**config.mk**
```make
export PLATFORM = sky130hd
export DESIGN_NAME = beep_seq_flat
export DESIGN_NICKNAME = d
export VERILOG_FILES = /design/src/rtl/beep_seq_if.sv /design/src/rtl/beep_seq.sv /design/src/flat_wrapper.sv
export SDC_FILE = /design/constraint.sdc
export NUM_CORES = 1
export LEC_CHECK = 0
export BUFFER_PORTS_ARGS = -buffer_cell sky130_fd_sc_hd__buf_2
export CORE_ASPECT_RATIO = 0.5
export CORE_MARGIN = 4
export CORE_UTILIZATION = 55
export DETAILED_ROUTE_END_ITERATION = 8
export PLACE_DENSITY_LB_ADDON = 0.3
export SLEW_MARGIN = 40
export SYNTH_ARGS = -nofsm -noshare
export SYNTH_HDL_FRONTEND = slang
export SYNTH_SLANG_ARGS = --single-unit
```
**constraint.sdc**
```tcl
create_clock -name clk -period 4.8 [get_ports clk]
set_input_delay 0.48 -clock clk [delete_from_list [all_inputs] [get_ports clk]]
set_output_delay 0.48 -clock clk [all_outputs]
set_load 0.05 [all_outputs]
```
**src/rtl/beep_seq_if.sv**
```systemverilog
// CPU-side bus of the note sequencer: write strobe, write data and the status word.
interface beep_seq_if;
  logic        we;
  logic [15:0] wdata;
  logic [31:0] status;

  modport master (output we, output wdata, input status);
  modport slave  (input we, input wdata, output status);
endinterface

```
**src/rtl/beep_seq.sv**
```systemverilog
// Note sequencer for the beep tone generator: queues (note, duration) words
// in a small FIFO and plays them with a fixed silent gap between notes.
module beep_seq #(
  parameter int DEPTH = 8,
  parameter int TICK  = 625000,
  parameter int GAP   = 62500
) (
  input  logic           clk,
  input  logic           reset,
  beep_seq_if.slave      bus,
  output logic [7:0]     mode,
  output logic           playing
);

  localparam int PTR_W = $clog2(DEPTH);
  localparam int PRE_W = (TICK > 1) ? $clog2(TICK) : 1;
  localparam int GAP_W = (GAP > 1) ? $clog2(GAP) : 1;
  localparam logic [PRE_W-1:0] PRE_LAST = PRE_W'(TICK - 1);
  localparam logic [GAP_W-1:0] GAP_LAST = GAP_W'((GAP > 0) ? GAP - 1 : 0);
  localparam logic [3:0]       DEPTH_C  = 4'(DEPTH);

  typedef enum logic [1:0] {S_IDLE, S_PLAY, S_GAP} state_t;

  state_t           state, state_d;
  logic [15:0]      mem [DEPTH];
  logic [PTR_W-1:0] rd_ptr, wr_ptr;
  logic [3:0]       count;
  logic             ovf;
  logic [PRE_W-1:0] presc, presc_d;
  logic [7:0]       remaining, remaining_d;
  logic [GAP_W-1:0] gap_cnt, gap_cnt_d;
  logic [7:0]       mode_d;
  logic             pop, push, drop, flush, empty, full, has_dur;
  logic [15:0]      head;

  assign flush   = bus.we && (bus.wdata == 16'h0000);
  assign has_dur = (bus.wdata[15:8] != 8'd0);
  assign empty   = (count == 4'd0);
  assign full    = (count == DEPTH_C);
  assign head    = mem[rd_ptr];
  assign playing = (state != S_IDLE);
  assign bus.status = {24'h0, ovf, playing, full, empty, count};

  // A push is still taken when full if the sequencer frees a slot in the same cycle.
  assign push = bus.we && !flush && has_dur && (!full || pop);
  assign drop = bus.we && !flush && has_dur && full && !pop;

  // NOTE: every signal driven here gets a default first, so no path leaves one unassigned and no latch is inferred.
  always_comb begin
    state_d     = state;
    mode_d      = mode;
    presc_d     = presc;
    remaining_d = remaining;
    gap_cnt_d   = gap_cnt;
    pop         = 1'b0;
    case (state)
      S_IDLE: begin
        mode_d = 8'd0;
        if (!empty) pop = 1'b1;
      end
      S_PLAY: begin
        if (presc == PRE_LAST) begin
          presc_d = '0;
          if (remaining == 8'd1) begin
            if (GAP > 0) begin
              mode_d    = 8'd0;
              gap_cnt_d = '0;
              state_d   = S_GAP;
            end else if (!empty) begin
              pop = 1'b1;
            end else begin
              mode_d  = 8'd0;
              state_d = S_IDLE;
            end
          end else begin
            remaining_d = remaining - 8'd1;
          end
        end else begin
          presc_d = presc + PRE_W'(1);
        end
      end
      S_GAP: begin
        mode_d = 8'd0;
        if (gap_cnt == GAP_LAST) begin
          if (!empty) pop = 1'b1;
          else        state_d = S_IDLE;
        end else begin
          gap_cnt_d = gap_cnt + GAP_W'(1);
        end
      end
      default: state_d = S_IDLE;
    endcase

    if (pop) begin
      mode_d      = head[7:0];
      remaining_d = head[15:8];
      presc_d     = '0;
      state_d     = S_PLAY;
    end

    // Flush overrides anything the sequencer decided this cycle.
    if (flush) begin
      pop     = 1'b0;
      mode_d  = 8'd0;
      state_d = S_IDLE;
    end
  end

  // NOTE: sequential state uses non-blocking assignments so every register samples pre-edge values.
  always_ff @(posedge clk or posedge reset) begin
    if (reset) begin
      state     <= S_IDLE;
      mode      <= 8'd0;
      presc     <= '0;
      remaining <= 8'd0;
      gap_cnt   <= '0;
    end else begin
      state     <= state_d;
      mode      <= mode_d;
      presc     <= presc_d;
      remaining <= remaining_d;
      gap_cnt   <= gap_cnt_d;
    end
  end

  always_ff @(posedge clk or posedge reset) begin
    if (reset) begin
      rd_ptr <= '0;
      wr_ptr <= '0;
      count  <= 4'd0;
      ovf    <= 1'b0;
    end else if (flush) begin
      rd_ptr <= '0;
      wr_ptr <= '0;
      count  <= 4'd0;
      ovf    <= 1'b0;
    end else begin
      if (push) wr_ptr <= wr_ptr + PTR_W'(1);
      if (pop)  rd_ptr <= rd_ptr + PTR_W'(1);
      if (push && !pop)      count <= count + 4'd1;
      else if (pop && !push) count <= count - 4'd1;
      if (drop) ovf <= 1'b1;
    end
  end

  // NOTE: FIFO storage is not reset; count and pointers alone decide which entries are valid.
  always_ff @(posedge clk) begin
    if (push) mem[wr_ptr] <= bus.wdata;
  end

endmodule

```
**src/flat_wrapper.sv**
```systemverilog
// flat-port wrapper written by rule: the top's interface ports become plain ports
module beep_seq_flat 
#(
  parameter int DEPTH = 8,
  parameter int TICK  = 625000,
  parameter int GAP   = 62500
)
  (clk, reset, mode, playing, bus_we, bus_wdata, bus_status);
  beep_seq_if bus_i ();
  input  logic clk;
  input  logic reset;
  output logic [7:0] mode;
  output logic playing;
  input wire logic [$bits(bus_i.we)-1:0] bus_we;
  input wire logic [$bits(bus_i.wdata)-1:0] bus_wdata;
  output wire logic [$bits(bus_i.status)-1:0] bus_status;
  assign bus_i.we = bus_we;
  assign bus_i.wdata = bus_wdata;
  assign bus_status = bus_i.status;
  beep_seq #(.DEPTH(DEPTH), .TICK(TICK), .GAP(GAP)) u_core (.clk(clk), .reset(reset), .bus(bus_i), .mode(mode), .playing(playing));
endmodule
```
* After elaboration in Yosys (flattened, before gate mapping)
Memory sizes are Yosys's and may differ from the RTL's. Index checks and enable logic that the tools add are counted.
Storage, ports and cells: flip-flop bits (word level) 65, input bits 19, memories 1, output and inout bits 41, word-level logic and storage cells 101, bits in writable memories 128
Memories:
- u_core.mem | depth 8, bits a word 16, read ports 1, clocked after memory_dff 0, write ports 1, RTL line beep_seq.sv:25 | logic [15:0] mem [DEPTH];
Operators by class: $add $sub $neg 7, reductions and logical operators 31, eq/ne operators 15, muxes and demuxes 38
Operator list (count):
- 8-bit two-way mux | 8
- 20-bit two-way mux | 3
- 16-bit two-way mux | 3
- 16-bit one-hot mux with 2 select lines | 1
- 20-bit by 1-bit adder with 20-bit output, second input constant | 1
- 20-bit == test, second input constant | 1
- 16-bit by 1-bit adder with 16-bit output, second input constant | 1
- 16-bit == test, second input constant | 1
- 16-bit zero test | 1
- 4-bit by 1-bit inequality test with 1-bit output, second input constant | 4
- 8-bit one-hot mux with 2 select lines | 1
- 2-bit nonzero test | 7
- 2-bit two-way mux | 6
- 3-bit two-way mux | 4
- 4-bit two-way mux | 3
- 8-bit by 1-bit == test with 1-bit output, second input constant | 1
- 1-bit logical AND | 8
- 8-bit nonzero test | 1
- 8-bit by 1-bit subtractor with 8-bit output, second input constant | 1
- 1-bit two-way mux | 7
- 3-bit by 1-bit adder with 3-bit output, second input constant | 2
- 2-bit one-hot mux with 3 select lines | 1
- 3-bit AND reduction | 2
- 5-bit AND reduction | 1
- 17 further kinds | 22

* Longest topological paths before layout
depth in word-level cells 12, mapped depth 15, depth with buffers taken out 14

* Worst setup path before layout
No wires, ideal clock.
path type reg2reg, from reg u_core.gap_cnt[0], to mem u_core.mem[1][0], enable pin, slack 0.718 ns, period minus slack after synthesis 4.082 ns, library setup time 0.436 ns, path buffers 1, arrival time 3.646 ns, cell stages (with the launch flop) 8, cells stage by stage dfrtp_1 > ha_1 > or4b_2 > o41ai_4 > buf_6 > a21bo_2 > nand2_1 > nor4b_1
Between the ends: word-level cells in the longest chain between the ends 8
Ends and longest elaborated chain:
- start, declared | RTL line beep_seq.sv:31 | logic [GAP_W-1:0] gap_cnt, gap_cnt_d;
- start signal, assigned | RTL line beep_seq.sv:122 | gap_cnt <= gap_cnt_d;
- 16-bit == test | RTL line beep_seq.sv:84 | if (gap_cnt == GAP_LAST) begin
- 1-bit two-way mux | RTL line beep_seq.sv:84
- 1-bit one-hot mux with 2 select lines | RTL line beep_seq.sv:56 | case (state)
- 1-bit two-way mux | RTL line beep_seq.sv:102 | if (flush) begin
- 1-bit logical OR | RTL line beep_seq.sv:45 | assign push = bus.we && !flush && has_dur && (!full || pop);
- 1-bit logical AND | RTL line beep_seq.sv:45
- 1-bit two-way mux | RTL line beep_seq.sv:148 | if (push) mem[wr_ptr] <= bus.wdata;
- 1-bit two-way mux (not written as such) | RTL line beep_seq.sv:148
- end, declared | RTL line beep_seq.sv:25
Every way passes these cells.

* Worst setup path in the final report
from reg u_core.gap_cnt[0], to reg u_core.count[3]
Between the ends: word-level cells in the longest chain between the ends 9
Ends and longest elaborated chain:
- 16-bit == test (*) | RTL line beep_seq.sv:84
- 1-bit two-way mux (*) | RTL line beep_seq.sv:84
- 1-bit one-hot mux with 2 select lines (*) | RTL line beep_seq.sv:56
- 1-bit two-way mux (*) | RTL line beep_seq.sv:102
- 1-bit logical OR | RTL line beep_seq.sv:45
- 1-bit logical AND | RTL line beep_seq.sv:45
- 1-bit logical AND / 1-bit zero test (equally long branches) | RTL line beep_seq.sv:140, beep_seq.sv:141
- 4-bit two-way mux / 1-bit logical AND (equally long branches) | RTL line beep_seq.sv:140, beep_seq.sv:141
- 4-bit two-way mux / 3-bit nonzero test (equally long branches)
- end signal, assigned | RTL line beep_seq.sv:140 | if (push && !pop) count <= count + 4'd1;
- end signal, assigned | RTL line beep_seq.sv:141 | else if (pop && !push) count <= count - 4'd1;
- end, declared | RTL line beep_seq.sv:27 | logic [3:0] count;
Every way passes the cells marked *; elsewhere a longest branch is shown, timed or not. A chain may end at the register's enable or synchronous reset.

==> reports/qor.yml <==
status: "finished clean"
p_seq_share_pct: 44.2
htree_levels: 4
netlist_instances: 598
leakagePower_nw: 3.58
hold_class: "in -> async"
start_util_pct: 56.3
diodes: 0
path_max_fanout: 10
root_buffer: "clkbuf_16"
yosysSeqAreaShare_pct: 63.0
irDropWorstVdd_mv: 0.287
synthTopCellsByArea: "edfxtp_1 (44%), dfrtp_1 (19%), mux4_2 (8.3%)"
vias_per_cell: 5.99
finalNetCount: 668
slowest_stage: "or4b_2"
rsz0062_at_grt: "false"
drv_slew: 0
cts_hold_buffers: 0
cp-start-kind: "flop"
p_comb_share_pct: 28.7
final_cell_mix: "edfxtp_1 (128), dfrtp_1 (64), nor2_1 (41), buf_2 (35), mux4_2 (32)"
yosys_warnings: 0
rows: 32
post_cts_buffers: 0
rr_endpoint: "u_core.count[3]$_DFFE_PP0P_"
fin_cells: 856
wire_per_inst_um: 20.0
fmax_mhz: 258
async_reset_ff_share_pct: 33.7
first_pass_iters: 5
crit_chain: "ha_1 > or4b_2 > o41ai_4 > and2_1 > nand2_2 > ha_1 > inv_1 > ha_1 > a21o_1 > a21oi_1 > xnor2_1 > or3_1 > a21oi_1"
worst-setup-path-type: "reg -> reg"
place_inst: 823
rr_worst_depth: 13
cts_max_path_buffers: 2
antenna_found_initial: 0
cts_sinks: 193
swShare_pct: 34.8
synth_area_mm2: 0.00868
cp-startpoint: "u_core.gap_cnt[0]$_DFFE_PP0P_"
die_w_um: 186
cts_tree: "built"
tightestPinTransition_ns: 0.774
grt_pass1_wl_um: 28200
cts_buffers: 17
rr_startpoint: "u_core.gap_cnt[0]$_DFFE_PP0P_"
final-setup-viol-count: 0
synth_top_cell_area_share_pct: 44.3
crit_arrival_ns: 4.23
detail_route.iter0.violations: 573
critPathTopFamily: "simple AND/OR/NAND/NOR gates"
place_congestion: 0.783
grt_usage_pct: 20.1
ys_ff_latch: 193
synth_cell_type_count: 59
numPortBuffers: 35
slew_headroom_pct: 48.3
powerDensity_mw_per_mm2: 541
setup_tns_ns: 0
cts_resized: 0
multiInputGateArea_mm2: 0.00298
cap_violations: 0
fillerInstances: 1106
die-area_mm2: 0.0180
internal_power_mw: 3.41
cp_slowest_stage_delay_ns: 0.67
synth_ff_type: "edfxtp_1"
num_vias: 5127
final_layout_size_suffix_gt1_share_pct: 20.9
synth_area_leader_cell: "edfxtp_1"
route.detailed.drc: 0
period_share_pct: 80.9
cp_num_cells: 13
drt_wl_total_um: 17100
synth_area_per_cell_um2: 14.5
syn_to_final_growth_pct: 11.2
cpMostUsedCell: "ha_1"
cp_data_required_time_ns: 5.15
endpoint: "u_core.count[3]$_DFFE_PP0P_"
pwr-share-clk_pct: 27.1
layout_commonest_cell: "edfxtp_1"
p_switching_mw: 1.82
seq_area_mm2: 0.00547
grt_max_degree: 41
worst_skew_pair.late_latency_ns: 0.43
critPathCaptureType: "flop"
hold_viol: 0
final.min_clock_period_ns: 3.88
die_h_um: 96.9
path_clk_slew_ns: 0.08
synth-edff-count: 128
finClkSkew_ns: 0.0138
core_mm2: 0.0154
io-pin-count: 60
grt_pass1_vias: 5221
reg2reg_slack_ns: 0.92
grt_remaining_overflow: 0
ant_nets: 0
cp.buffers_inverters: 1
hpwlAfterDp_um: 10500
[cell families (layout without fill, tap and decap cells)]
family          after synthesis  in the layout  synth area share (%)
buf+inv                      63             94                  4.16
xor+xnor                     32             32                  3.23
mux                          48             48                  10.2
fa+ha+maj                    10             10                  1.53
simple gates                189            189                  12.9
flops                       193            193                  63.0
compound gates               62             62                  4.97
other cells                   1             24                0.0432
[synthesized netlist by cell type (2+ instances only)]
library cell / number
inv_1: 11
buf_2: 4
nor2_1: 41
nor3_1: 6
nand4_1: 21
ha_1: 9
a211oi_1: 3
buf_1: 3
nand3b_1: 4
buf_4: 28
mux4_2: 32
nor2b_1: 6
and3_1: 9
or2_2: 2
mux2i_1: 13
nor4_1: 5
o211ai_1: 9
or4_1: 9
o21ai_1: 5
xnor2_1: 4
dfrtp_1: 65
nand4b_1: 4
nor4_4: 2
a31oi_1: 2
nand3_1: 20
nor4b_1: 3
mux2_2: 3
or4b_4: 2
a21oi_1: 17
o2bb2ai_1: 8
edfxtp_1: 128
clkbuf_1: 15
nor3b_1: 3
nand2_1: 21
and4_1: 5
xor2_1: 28
and2_1: 7
or3_1: 12
o21ai_0: 8
buf_6: 2
[power groups by stage]
| stage | Clock (mW) | Sequential, mW | Combinational [mW] |
|---|---|---|---|
| 5_1_grt | 1.51 | 2.35 | 1.62 |
| 6_report | 1.41 | 2.31 | 1.50 |
| 3_3_place_gp | 0 | 2.32 | 1.48 |
| 3_5_place_dp | 0 | 2.34 | 1.50 |
| 2_1_floorplan | 0 | 2.40 | 1.05 |
| 4_1_cts | 1.44 | 2.31 | 1.51 |
[sequential cells by signal, indices dropped and copies added, names as in the netlist]
name and cells:
u_core.mem 128, u_core.presc 20, u_core.gap_cnt 16, u_core.mode 8, u_core.remaining 8, u_core.count 4, u_core.rd_ptr 3, u_core.wr_ptr 3
u_core.state 2, u_core.ovf 1
[per-stage QoR]
step	util, %	hold WS, ns	area, um2	setup WS, ns	power (mW)
3_5_place_dp	58.5	0.478	9020	0.909	3.84
3_3_place_gp	58.5	0.470	9020	0.993	3.80
6_report	62.6	0.0897	9650	0.918	5.22
4_1_cts	62.5	0.109	9630	0.897	5.25
2_1_floorplan	-	0.467	8770	0.718	3.45
5_1_grt	62.6	0.136	9650	0.624	5.48
[cell type report]
cell class	instances	area share, %
flip-flops and latches	193	56.7
multi-input cells	365	30.8
clock buffers	18	4.45
repair buffers	51	3.06
well taps	204	2.64
clock inverters	14	1.87
inverters	11	0.428
[worst min-delay path by stage]
stage                                     endpoint  slack (ns)                        from
floorplan                   u_core.ovf$_DFFE_PP0P_        0.47      u_core.ovf$_DFFE_PP0P_
global placement        u_core.mode[2]$_DFFE_PP0P_        0.47  u_core.mode[2]$_DFFE_PP0P_
detailed placement      u_core.mode[3]$_DFFE_PP0P_        0.48  u_core.mode[3]$_DFFE_PP0P_
CTS                  u_core.gap_cnt[3]$_DFFE_PP0P_        0.11                       reset
global route         u_core.gap_cnt[0]$_DFFE_PP0P_        0.14                       reset
finish              u_core.gap_cnt[10]$_DFFE_PP0P_        0.09                       reset
[layer usage]
layer	global-route usage (%)	routed length, um	vias to the layer above	part of all wire, %
met4	6.10	207	0	1.2
met2	30.5	8110	173	47
met5	0	0	-	0
met1	29.9	7860	2602	46
met3	3.64	941	15	5.5
li1	-	-	2337	-
Power figures use the tool's default switching activity.
